`src/rtl/j_img_index_counter_pkg.sv`:
```
// Shared types and defaults for the 2-D raster index generator.
package j_img_pkg;

  typedef enum logic [1:0] {IDLE, RUN, DONE} j_idx_state_t;

  localparam int J_IDX_W_DEFAULT = 13;

endpackage

```
`src/rtl/j_img_index_counter_if.sv`:
```
// Control/status bundle between the image-fetch controller (master) and the index counter (slave).
// Carries lin_addr only when J_LINEAR_ADDR_EN is defined.
interface j_img_index_counter_if
  import j_img_pkg::*;
#(
  parameter int IDX_W  = J_IDX_W_DEFAULT,
  parameter int ADDR_W = 2 * IDX_W
);

  logic             clear;
  logic             start;
  logic [IDX_W-1:0] img_width;
  logic [IDX_W-1:0] img_height;
  logic             count_enable;
  logic [IDX_W-1:0] col;
  logic [IDX_W-1:0] row;
  logic             line_end;
  logic             frame_done;
  logic             busy;
  logic             cfg_err;
`ifdef J_LINEAR_ADDR_EN
  logic [ADDR_W-1:0] lin_addr;

  modport master (output clear, start, img_width, img_height, count_enable,
                  input  col, row, line_end, frame_done, busy, cfg_err, lin_addr);
  modport slave  (input  clear, start, img_width, img_height, count_enable,
                  output col, row, line_end, frame_done, busy, cfg_err, lin_addr);
`else
  modport master (output clear, start, img_width, img_height, count_enable,
                  input  col, row, line_end, frame_done, busy, cfg_err);
  modport slave  (input  clear, start, img_width, img_height, count_enable,
                  output col, row, line_end, frame_done, busy, cfg_err);
`endif

endinterface

```
`src/rtl/j_img_index_counter_rollover.sv`:
```
// Up-counter that returns to 0 after reaching rollover_val; wrap is combinational so
// a second instance can be chained off it in the same cycle.
module j_rollover_counter #(
  parameter int W = 13
) (
  input  logic         clk,
  input  logic         n_rst,
  input  logic         clear,
  input  logic         count_enable,
  input  logic [W-1:0] rollover_val,
  output logic [W-1:0] value,
  output logic         wrap
);

  logic [W-1:0] value_q, value_d;

  assign wrap = count_enable && (value_q == rollover_val);

  always_comb begin
    value_d = value_q;
    if (clear) begin
      value_d = '0;
    end else if (count_enable) begin
      value_d = wrap ? '0 : value_q + 1'b1;
    end
  end

  always_ff @(posedge clk or negedge n_rst) begin
    if (!n_rst) begin
      value_q <= '0;
    end else begin
      value_q <= value_d;
    end
  end

  assign value = value_q;

endmodule

```
`src/rtl/j_img_index_counter.sv`:
```
// Frame-level raster index generator: column counter chained into a row counter under an IDLE/RUN/DONE FSM.
// Define J_LINEAR_ADDR_EN to add the incrementally maintained linear pixel address output.
module j_img_index_counter
  import j_img_pkg::*;
#(
  parameter int IDX_W  = J_IDX_W_DEFAULT,
  parameter int ADDR_W = 2 * IDX_W
) (
  input  logic                   clk,
  input  logic                   n_rst,
  j_img_index_counter_if.slave   bus
);

  j_idx_state_t     state_q, state_d;
  logic [IDX_W-1:0] wmax_q, wmax_d;
  logic [IDX_W-1:0] hmax_q, hmax_d;
  logic             line_end_q, line_end_d;
  logic             frame_done_q, frame_done_d;
  logic             cfg_err_q, cfg_err_d;

  logic             cfg_ok;
  logic             start_accept;
  logic             cnt_clear;
  logic             pix_en;
  logic             col_wrap;
  logic             row_wrap;
  logic [IDX_W-1:0] col_val;
  logic [IDX_W-1:0] row_val;

  assign cfg_ok       = (bus.img_width != '0) && (bus.img_height != '0);
  assign start_accept = (state_q == IDLE) && bus.start && cfg_ok && !bus.clear;
  assign cnt_clear    = bus.clear || start_accept;
  assign pix_en       = (state_q == RUN) && bus.count_enable && !bus.clear;

  // Row advances only on a column wrap, so a row wrap marks the last pixel of the frame.
  j_rollover_counter #(.W(IDX_W)) u_col (
    .clk          (clk),
    .n_rst        (n_rst),
    .clear        (cnt_clear),
    .count_enable (pix_en),
    .rollover_val (wmax_q),
    .value        (col_val),
    .wrap         (col_wrap)
  );

  j_rollover_counter #(.W(IDX_W)) u_row (
    .clk          (clk),
    .n_rst        (n_rst),
    .clear        (cnt_clear),
    .count_enable (col_wrap),
    .rollover_val (hmax_q),
    .value        (row_val),
    .wrap         (row_wrap)
  );

  always_comb begin
    state_d      = state_q;
    wmax_d       = wmax_q;
    hmax_d       = hmax_q;
    line_end_d   = col_wrap;
    frame_done_d = row_wrap;
    cfg_err_d    = 1'b0;
    case (state_q)
      IDLE: begin
        if (bus.start) begin
          if (cfg_ok) begin
            wmax_d  = bus.img_width - 1'b1;
            hmax_d  = bus.img_height - 1'b1;
            state_d = RUN;
          end else begin
            cfg_err_d = 1'b1;
          end
        end
      end
      RUN:     if (row_wrap) state_d = DONE;
      DONE:    state_d = IDLE;
      default: state_d = IDLE;
    endcase
    if (bus.clear) begin
      state_d      = IDLE;
      wmax_d       = '0;
      hmax_d       = '0;
      line_end_d   = 1'b0;
      frame_done_d = 1'b0;
      cfg_err_d    = 1'b0;
    end
  end

  always_ff @(posedge clk or negedge n_rst) begin
    if (!n_rst) begin
      state_q      <= IDLE;
      wmax_q       <= '0;
      hmax_q       <= '0;
      line_end_q   <= 1'b0;
      frame_done_q <= 1'b0;
      cfg_err_q    <= 1'b0;
    end else begin
      state_q      <= state_d;
      wmax_q       <= wmax_d;
      hmax_q       <= hmax_d;
      line_end_q   <= line_end_d;
      frame_done_q <= frame_done_d;
      cfg_err_q    <= cfg_err_d;
    end
  end

  assign bus.col        = col_val;
  assign bus.row        = row_val;
  assign bus.line_end   = line_end_q;
  assign bus.frame_done = frame_done_q;
  assign bus.cfg_err    = cfg_err_q;
  assign bus.busy       = (state_q == RUN);

`ifdef J_LINEAR_ADDR_EN
  // Tracks row*width+col by counting pixels, avoiding a multiplier.
  logic [ADDR_W-1:0] lin_q, lin_d;

  always_comb begin
    lin_d = lin_q;
    if (cnt_clear) begin
      lin_d = '0;
    end else if (pix_en) begin
      lin_d = row_wrap ? '0 : lin_q + 1'b1;
    end
  end

  always_ff @(posedge clk or negedge n_rst) begin
    if (!n_rst) begin
      lin_q <= '0;
    end else begin
      lin_q <= lin_d;
    end
  end

  assign bus.lin_addr = lin_q;
`endif

endmodule

```
`src/flat_wrapper.sv`:
```
// flat-port wrapper written by rule: the top's interface ports become plain ports
module j_img_index_counter_flat import j_img_pkg::*;
#(
  parameter int IDX_W  = J_IDX_W_DEFAULT,
  parameter int ADDR_W = 2 * IDX_W
)
  (clk, n_rst, bus_clear, bus_start, bus_img_width, bus_img_height, bus_count_enable, bus_col, bus_row, bus_line_end, bus_frame_done, bus_busy, bus_cfg_err);
  j_img_index_counter_if #(.IDX_W(IDX_W), .ADDR_W(ADDR_W)) bus_i ();
  input  logic clk;
  input  logic n_rst;
  input wire logic [$bits(bus_i.clear)-1:0] bus_clear;
  input wire logic [$bits(bus_i.start)-1:0] bus_start;
  input wire logic [$bits(bus_i.img_width)-1:0] bus_img_width;
  input wire logic [$bits(bus_i.img_height)-1:0] bus_img_height;
  input wire logic [$bits(bus_i.count_enable)-1:0] bus_count_enable;
  output wire logic [$bits(bus_i.col)-1:0] bus_col;
  output wire logic [$bits(bus_i.row)-1:0] bus_row;
  output wire logic [$bits(bus_i.line_end)-1:0] bus_line_end;
  output wire logic [$bits(bus_i.frame_done)-1:0] bus_frame_done;
  output wire logic [$bits(bus_i.busy)-1:0] bus_busy;
  output wire logic [$bits(bus_i.cfg_err)-1:0] bus_cfg_err;
  assign bus_i.clear = bus_clear;
  assign bus_i.start = bus_start;
  assign bus_i.img_width = bus_img_width;
  assign bus_i.img_height = bus_img_height;
  assign bus_i.count_enable = bus_count_enable;
  assign bus_col = bus_i.col;
  assign bus_row = bus_i.row;
  assign bus_line_end = bus_i.line_end;
  assign bus_frame_done = bus_i.frame_done;
  assign bus_busy = bus_i.busy;
  assign bus_cfg_err = bus_i.cfg_err;
  j_img_index_counter #(.IDX_W(IDX_W), .ADDR_W(ADDR_W)) u_core (.clk(clk), .n_rst(n_rst), .bus(bus_i));
endmodule
```
`config.mk`:
```
export PLATFORM = sky130hd
export DESIGN_NAME = j_img_index_counter_flat
export DESIGN_NICKNAME = d
export VERILOG_FILES = /design/src/rtl/j_img_index_counter_pkg.sv /design/src/rtl/j_img_index_counter_if.sv /design/src/rtl/j_img_index_counter_rollover.sv /design/src/rtl/j_img_index_counter.sv /design/src/flat_wrapper.sv
export SDC_FILE = /design/constraint.sdc
export NUM_CORES = 1
export LEC_CHECK = 0
export ABC_AREA = 1
export CAP_MARGIN = 20
export CORE_ASPECT_RATIO = 0.6
export CORE_UTILIZATION = 50
export DETAILED_ROUTE_END_ITERATION = 10
export PLACE_DENSITY_LB_ADDON = 0.08
export SLEW_MARGIN = 30
export SYNTH_ARGS = -nofsm -noshare
export SYNTH_HDL_FRONTEND = slang
export SYNTH_HIERARCHICAL = 1
export SYNTH_SLANG_ARGS = --single-unit
```
`constraint.sdc`:
```
create_clock -name clk -period 4.09 [get_ports clk]
set_clock_uncertainty 0.05 [all_clocks]
set_input_delay 0.818 -clock clk [delete_from_list [all_inputs] [get_ports clk]]
set_output_delay 0.818 -clock clk [all_outputs]
set_load 0.01 [all_outputs]
```
==> key figures, run 1 <==
Power
  • VDD IR max: 0.1884 mV
  • Leakage power: 2.397 nW
  • Pwr dens: 374.0 mW/mm²

Global route
  • First-pass GRT wire length: 17770 µm
  • Antenna violations before repair: 0
  • Largest net degree at the start of global routing: 36
  • Vias in the first global route: 3638
  • Remaining Overflow, GRT: 0
  • Gr usage total: 28.11%

Logic synthesis
  • Seq/Total Area, Yosys: 35.96%
  • Mapped Cells: approximately 600
  • Synth area leader: dfrtp_1
  • FF+latch count, synth: 57
  • Synth top area share: 35.96%
  • Synthesized cell area: 0.003966 mm²
  • Mean Syn Cell Area: 6.578 µm²
  • Yosys warning count: 6
  • EDFF count, synth: 0
  • Ys flop type: dfrtp_1
  • Synth top area cells: dfrtp_1, nand2_1, nor2_1
  • Ys async rst share: 100.0%
  • Syn_nets: 640
  • Count leader, synth: nand2_1
  • Synth unique cells: 29
  • Top cells by count, synth: nand2_1, nor2_1, inv_1

Setup path
  • Crit path capture type: flop
  • Reg2Reg Setup Slack: 1.42 ns
  • Arr. time, crit path: ~3.2 ns
  • R2R Path Start: u_core/state_q[0]
  • Worst Path Class, Setup: in -> reg
  • Worst EP required: 4.23 ns
  • Startpoint types: primary input
  • Reg-to-reg endpoint: u_core/state_q[0]
  • Worst Reg-to-Reg Cells: 13
  • Crit-path max FO: 4

Placed design
  • Final GP Congestion: 0.8960
  • Port bufs: 60
  • Placed cell count: 761
  • Dpl ws: 0.8177 ns
  • Dpl hpwl: around 7900 µm
  • Placed cell area: 0.004652 mm²

Routing
  • DR DRC count: 0
  • DR iter-0 viols: 320
  • Router iterations before antenna repair: 5
  • Total wire length: around 10000 µm
  • Routed vias/inst: 5.018
  • Average wire per standard cell: 13.49 µm
  • Remaining antenna violation count: 0
  • Via count: about 3900

STA
  • RSZ-0062 raised after global routing: no
  • Setup ws final: roughly 1.1 ns
  • Final setup fails: 0
  • Final worst path period share: 73.52%
  • Worst-margin pin slew: 0.5114 ns
  • Fin. Hold Viols: 0
  • Fmax: 0.3326 GHz
  • Slew Limit Fails: 0
  • Minimum clock period: about 3 ns
  • Final TNS setup: 0 ns
  • Relative slew slack: roughly 66%

Clocking
  • Post-CTS Hold Buffers: 0
  • Clock transition at path regs: approximately 0.05 ns
  • Setup bufs post-CTS: 0
  • PostCTS Resize Cnt: 0
  • # H-tree levels: 3
  • Clock latency at the later pin of the worst-skew pair: approximately 0.33 ns
  • CTS tree: built
  • Clock Sinks: 57
  • Inserted Clock Buffers: 9
  • Root Driver: clkbuf_16
  • CTS Buffer Depth: 2

Floorplanning
  • FP Rows: 24
  • Die footprint: 0.008304 mm²
  • Die Y: 70.99 µm
  • Core area: between 0.007 and 0.008 mm²
  • I/O pin total: 61
  • Die X: 117.0 µm
  • Initial Util: about 53%

Final layout
  • Area of the multi-input gates: 0.002158 mm²
  • Share of layout cells above drive strength 1: 8.767%
  • Non-Filler Instances: 777
  • Final instance area: about 0.005 mm²
  • Storage element area: 0.001426 mm²
  • Final-stage net count: 705
  • Util after Layout: approximately 67%
  • P&R area growth vs syn: 25.96%
  • Fill cell count: 673
  • Diode count: 0

Status
  • Status: completed

Worst hold path
  • Hold Crit Class: in -> async

Job
  • Max-cap viol count: 0
## cells in the final DEF, fill, tap and decap left out, drive strengths merged
master           n
clkbuf           9
nand3           49
nand3b           1
clkinv           3
nand2          203
xor2            26
buf              5
o22ai            1
clkinvlp         2
xnor2            5
a21oi            5
nor3            18
dfrtp           57
inv             82
ha               6
nor2           116
o21bai           1
bufinv           3
nand4           10
o21ai           10
and3             2
clkdlybuf4s50   59
## stage by stage
step	power, mW	hold slack [ns]
after global placement	1.003	0.4724
final	1.868	0.4090
after detailed placement	1.006	0.4770
after global routing	1.966	0.4543
after floorplan	0.8653	0.4479
after CTS	1.878	0.4232
## report_power, final
part           switching (mW)  total [mW]  internal [mW]
logic                   0.203       0.347          0.144
clock network           0.271       0.866          0.594
registers              0.0511       0.656          0.605
total                   0.526        1.87           1.34
## sequential cells by signal (all words and copies together), names as in the netlist
signal                 cells
u_core/bus.cfg_err         1
u_core/wmax_q             13
u_core/bus.frame_done      1
u_core/u_col/value        13
u_core/bus.line_end        1
u_core/u_row/value        13
u_core/state_q             2
u_core/hmax_q             13
## cells by family (layout without fill, tap and decap cells)
logic type / Yosys count / after routing / synth area share, %
and+or+nand+nor: 399 / 399 / 43.44
buffers and inverters: 93 / 163 / 9.621
DFF: 57 / 57 / 35.96
xor gates and xnor gates: 31 / 31 / 6.845
AOI/OAI and AO/OA: 17 / 17 / 2.240
adders and majority gates: 6 / 6 / 1.893
## layer usage
layer / up-vias / GRT usage (%) / part of all wire (%)
li1: 1989 / - / -
met1: 1754 / 45.09 / 54
met3: 8 / 4.713 / 7.1
met2: 148 / 38.13 / 39
met4: 0 / 7.314 / 0.69
met5: - / 0 / 0
## worst max-delay path: stages
cell	delay, ns
clkdlybuf4s50_1	0.43
clkinv_1	0.07
nand2_1	0.10
nor2_1	0.20
nand4_1	0.12
nor2_1	0.11
nand2_1	0.06
nor3_1	0.40
nand4_1	0.15
nor2_1	0.12
nand2_1	0.06
nor3_1	0.34
o22ai_1	0.15
## layout make-up
type	instances	share of cell area (%)
Inverter	83	6.236
Tap cell	104	2.605
Timing Repair Buffer	64	12.52
Clock buffer	9	4.508
Sequential cell	57	28.55
Clock inverter	7	2.379
Multi-Input combinational cell	453	43.20
## worst max-delay path by stage
stage / from / endpoint / cells after the start
4_1_cts: bus_clear / u_core/state_q[0] / 13
3_5_place_dp: bus_clear / u_core/state_q[0] / 13
5_1_grt: bus_clear / u_core/state_q[1] / 14
6_report: bus_clear / u_core/state_q[0] / 13
3_3_place_gp: bus_img_width[0] / u_core/u_col/value[11] / 16
2_1_floorplan: bus_clear / u_core/state_q[0] / 14
Note: power is estimated with default switching activity, not from simulation.
==> run 2, diff against run 1 <==
Settings changed: CORE_UTILIZATION 50 to 49.
Clock period 4.09 ns to 2.45 ns, I/O delays scaled along.
==> key figures, run 2 (same netlist as run 1, synthesis figures left out) <==
Global route
  • Remaining Overflow, GRT: 0
  • M2 GR Usage: a little over two fifths
  • Met3 Usage GRT: 5.971%
  • Busiest grt layer: met2
  • First-pass GRT wire length: roughly 18000 µm
  • Gr usage total: 27.51%
  • Antenna violations before repair: 0
  • Vias in the first global route: 3834
  • GR Layer Usage met1: 40.07%
  • Largest net degree at the start of global routing: 35

Job
  • Max-cap viol count: 0

STA
  • Fmax: 0.4313 GHz
  • Final setup fails: 0
  • Worst hold slack: 0.1051 ns
  • Final TNS setup: 0 ns
  • Final worst path period share: between 90% and 100%
  • Slew Limit Fails: 0
  • Minimum clock period: ~2.3 ns
  • Fin. Hold Viols: 0
  • Relative slew slack: 63.45%
  • Worst-margin pin slew: 0.5482 ns

Final layout
  • Diode count: 0
  • Most frequent cells in the layout: nand2_1, nor2_1, inv_1
  • Final-stage net count: 750
  • P&R area growth vs syn: 36.03%
  • Share of layout cells above drive strength 1: 15.46%
  • Final instance area: 0.005395 mm²
  • Commonest non-fill, non-tap cell in the layout: nand2_1
  • Fill cell count: 624

Setup path
  • Crit-path max FO: 4
  • CP max stage delay: 0.45 ns
  • Worst Path Class, Setup: in -> reg
  • Slowest-stage cell, CP: clkdlybuf4s50_1
  • Arr. time, crit path: 2.51 ns
  • Crit path capture type: flop
  • Critical path cell sequence: clkdlybuf4s50_1 -> clkinv_1 -> nand2_1 -> nor2_2 -> nand4_1 -> nor2_1 -> nand2_1 -> nor3_4 -> nand4_1 -> nor2_1 -> nand2_1 -> nor3_2 -> inv_1 -> nor2_1
  • Kind of cell adding the most delay to the critical path: simple AND/OR/NAND/NOR gates
  • Startpoint types: primary input
  • Worst EP required: 2.64 ns
  • Crit path buf inv count: 3

Clocking
  • CTS tree: built
  • Post-CTS Hold Buffers: 0
  • Clock Sinks: 57
  • CTS Buffer Depth: 2
  • Clock transition at path regs: 0.05 ns
  • Root Driver: clkbuf_16
  • Inserted Clock Buffers: 9
  • # H-tree levels: 3
  • Setup bufs post-CTS: 0
  • Clock latency at the later pin of the worst-skew pair: 0.32 ns

Floorplanning
  • Die footprint: 0.008470 mm²
  • FP Rows: 24
  • I/O pin total: 61
  • Initial Util: 52.62%
  • Die X: 118.2 µm
  • Core area: 0.007537 mm²
  • Die Y: 71.69 µm

Routing
  • Average wire per standard cell: roughly 13 µm
  • Total wire length: 10930 µm
  • Router iterations before antenna repair: 5
  • Remaining antenna violation count: 0
  • DR iter-0 viols: 273
  • DR DRC count: 0
  • Routed vias/inst: 4.999
  • Via count: just over 4000

Placed design
  • Port bufs: 60
  • Final GP Congestion: 0.9060
  • Placed cell area: 0.005005 mm²
  • Dpl hpwl: between 8000 and 9000 µm

Worst hold path
  • Hold Crit Class: in -> async

Power
  • Pwr dens: 593.8 mW/mm²
  • Leakage power: 2.638 nW
  • Tot Pwr: 3.204 mW
  • VDD IR max: 0.3429 mV

Status
  • Status: completed
-- run 2: cell types whose count changed in the layout (fill, tap and decap cells not counted), moves of 2 or more --
| cell | before | now |
|---|---|---|
| nor2_1 | 100 | 97 |
| nand2_1 | 196 | 194 |
| nor2_2 | 13 | 15 |
| nand2_4 | 2 | 4 |
| buf_4 | 4 | 47 |
| nor3_1 | 16 | 14 |
-- run 2: final cells by class --
cell class	instances	area (µm²)	share of cell area, %
inverters	83	311.5	5.775
clock buffers	11	242.7	4.499
flip-flops and latches	57	1426	26.44
multi-input cells	454	2213	41.03
clock inverters	5	102.6	1.902
well taps	104	130.1	2.412
repair buffers	108	968.4	17.95
-- run 2: worst paths after layout --
| kind | start | endpoint | slack (ns) | depth (start not counted) |
|---|---|---|---|---|
| worst max-delay path | bus_clear | u_core/bus.frame_done | 0.13 | 14 |
| worst min-delay path | n_rst | u_core/u_row/value[5] | 0.11 | 1 |
| worst max register to register | u_core/state_q[0] | u_core/bus.frame_done | 0.18 | 14 |
| worst min register to register | u_core/hmax_q[11] | u_core/hmax_q[11] | 0.50 | 2 |
| max in group asynchronous | n_rst | u_core/wmax_q[8] | 1.68 | 2 |
| min in group clk | u_core/hmax_q[11] | u_core/hmax_q[11] | 0.50 | 2 |
-- run 2: per-layer routing --
| metal | vias to the layer above | wire length, µm |
|---|---|---|
| met5 | - | 0 |
| met2 | 146 | 4504 |
| met3 | 11 | 772 |
| met4 | 0 | 88 |
| met1 | 1876 | 5565 |
| li1 | 2076 | - |
-- run 2: worst reg2reg max path, cell delays in order (launching register included) --
cell     delay (ns)
dfrtp_1        0.39
inv_1          0.11
nor2_4         0.12
nand2_1        0.11
nor2_2         0.12
nand4_1        0.10
nor2_1         0.11
nand2_1        0.10
nor3_4         0.23
nand4_1        0.12
nor2_1         0.12
nand2_1        0.08
nor3_2         0.22
inv_1          0.08
nor2_1         0.12
-- run 2: where the power goes --
part / internal, mW / switching (mW) / leakage [nW] / total (mW)
combinational: 0.294 / 0.371 / 1.70 / 0.665
clock: 1.02 / 0.423 / 0.166 / 1.44
sequential: 1.01 / 0.0882 / 0.770 / 1.10
total: 2.32 / 0.882 / 2.64 / 3.20
-- run 2: per-stage QoR --
step	utilization (%)	std cells	worst slack [ns]
after floorplan	-	603	0.04483
after global placement	66.40	805	-0.1448
after detailed placement	66.40	805	-0.1611
after CTS	70.98	821	0.1088
after global routing	71.58	822	-0.01097
final	71.58	822	0.1316
-- run 2: repair_timing --
action,CTS,global route
endpoints found under the hold margin,0,0
setup endpoints to repair,0,16
resized for setup,0,10
==> run 3, diff against run 2 <==
Settings changed: SKIP_CTS_REPAIR_TIMING set to 1.
==> results of run 3 <==
Same layout as run 2: the final DEF is identical, and so are final timing and power.
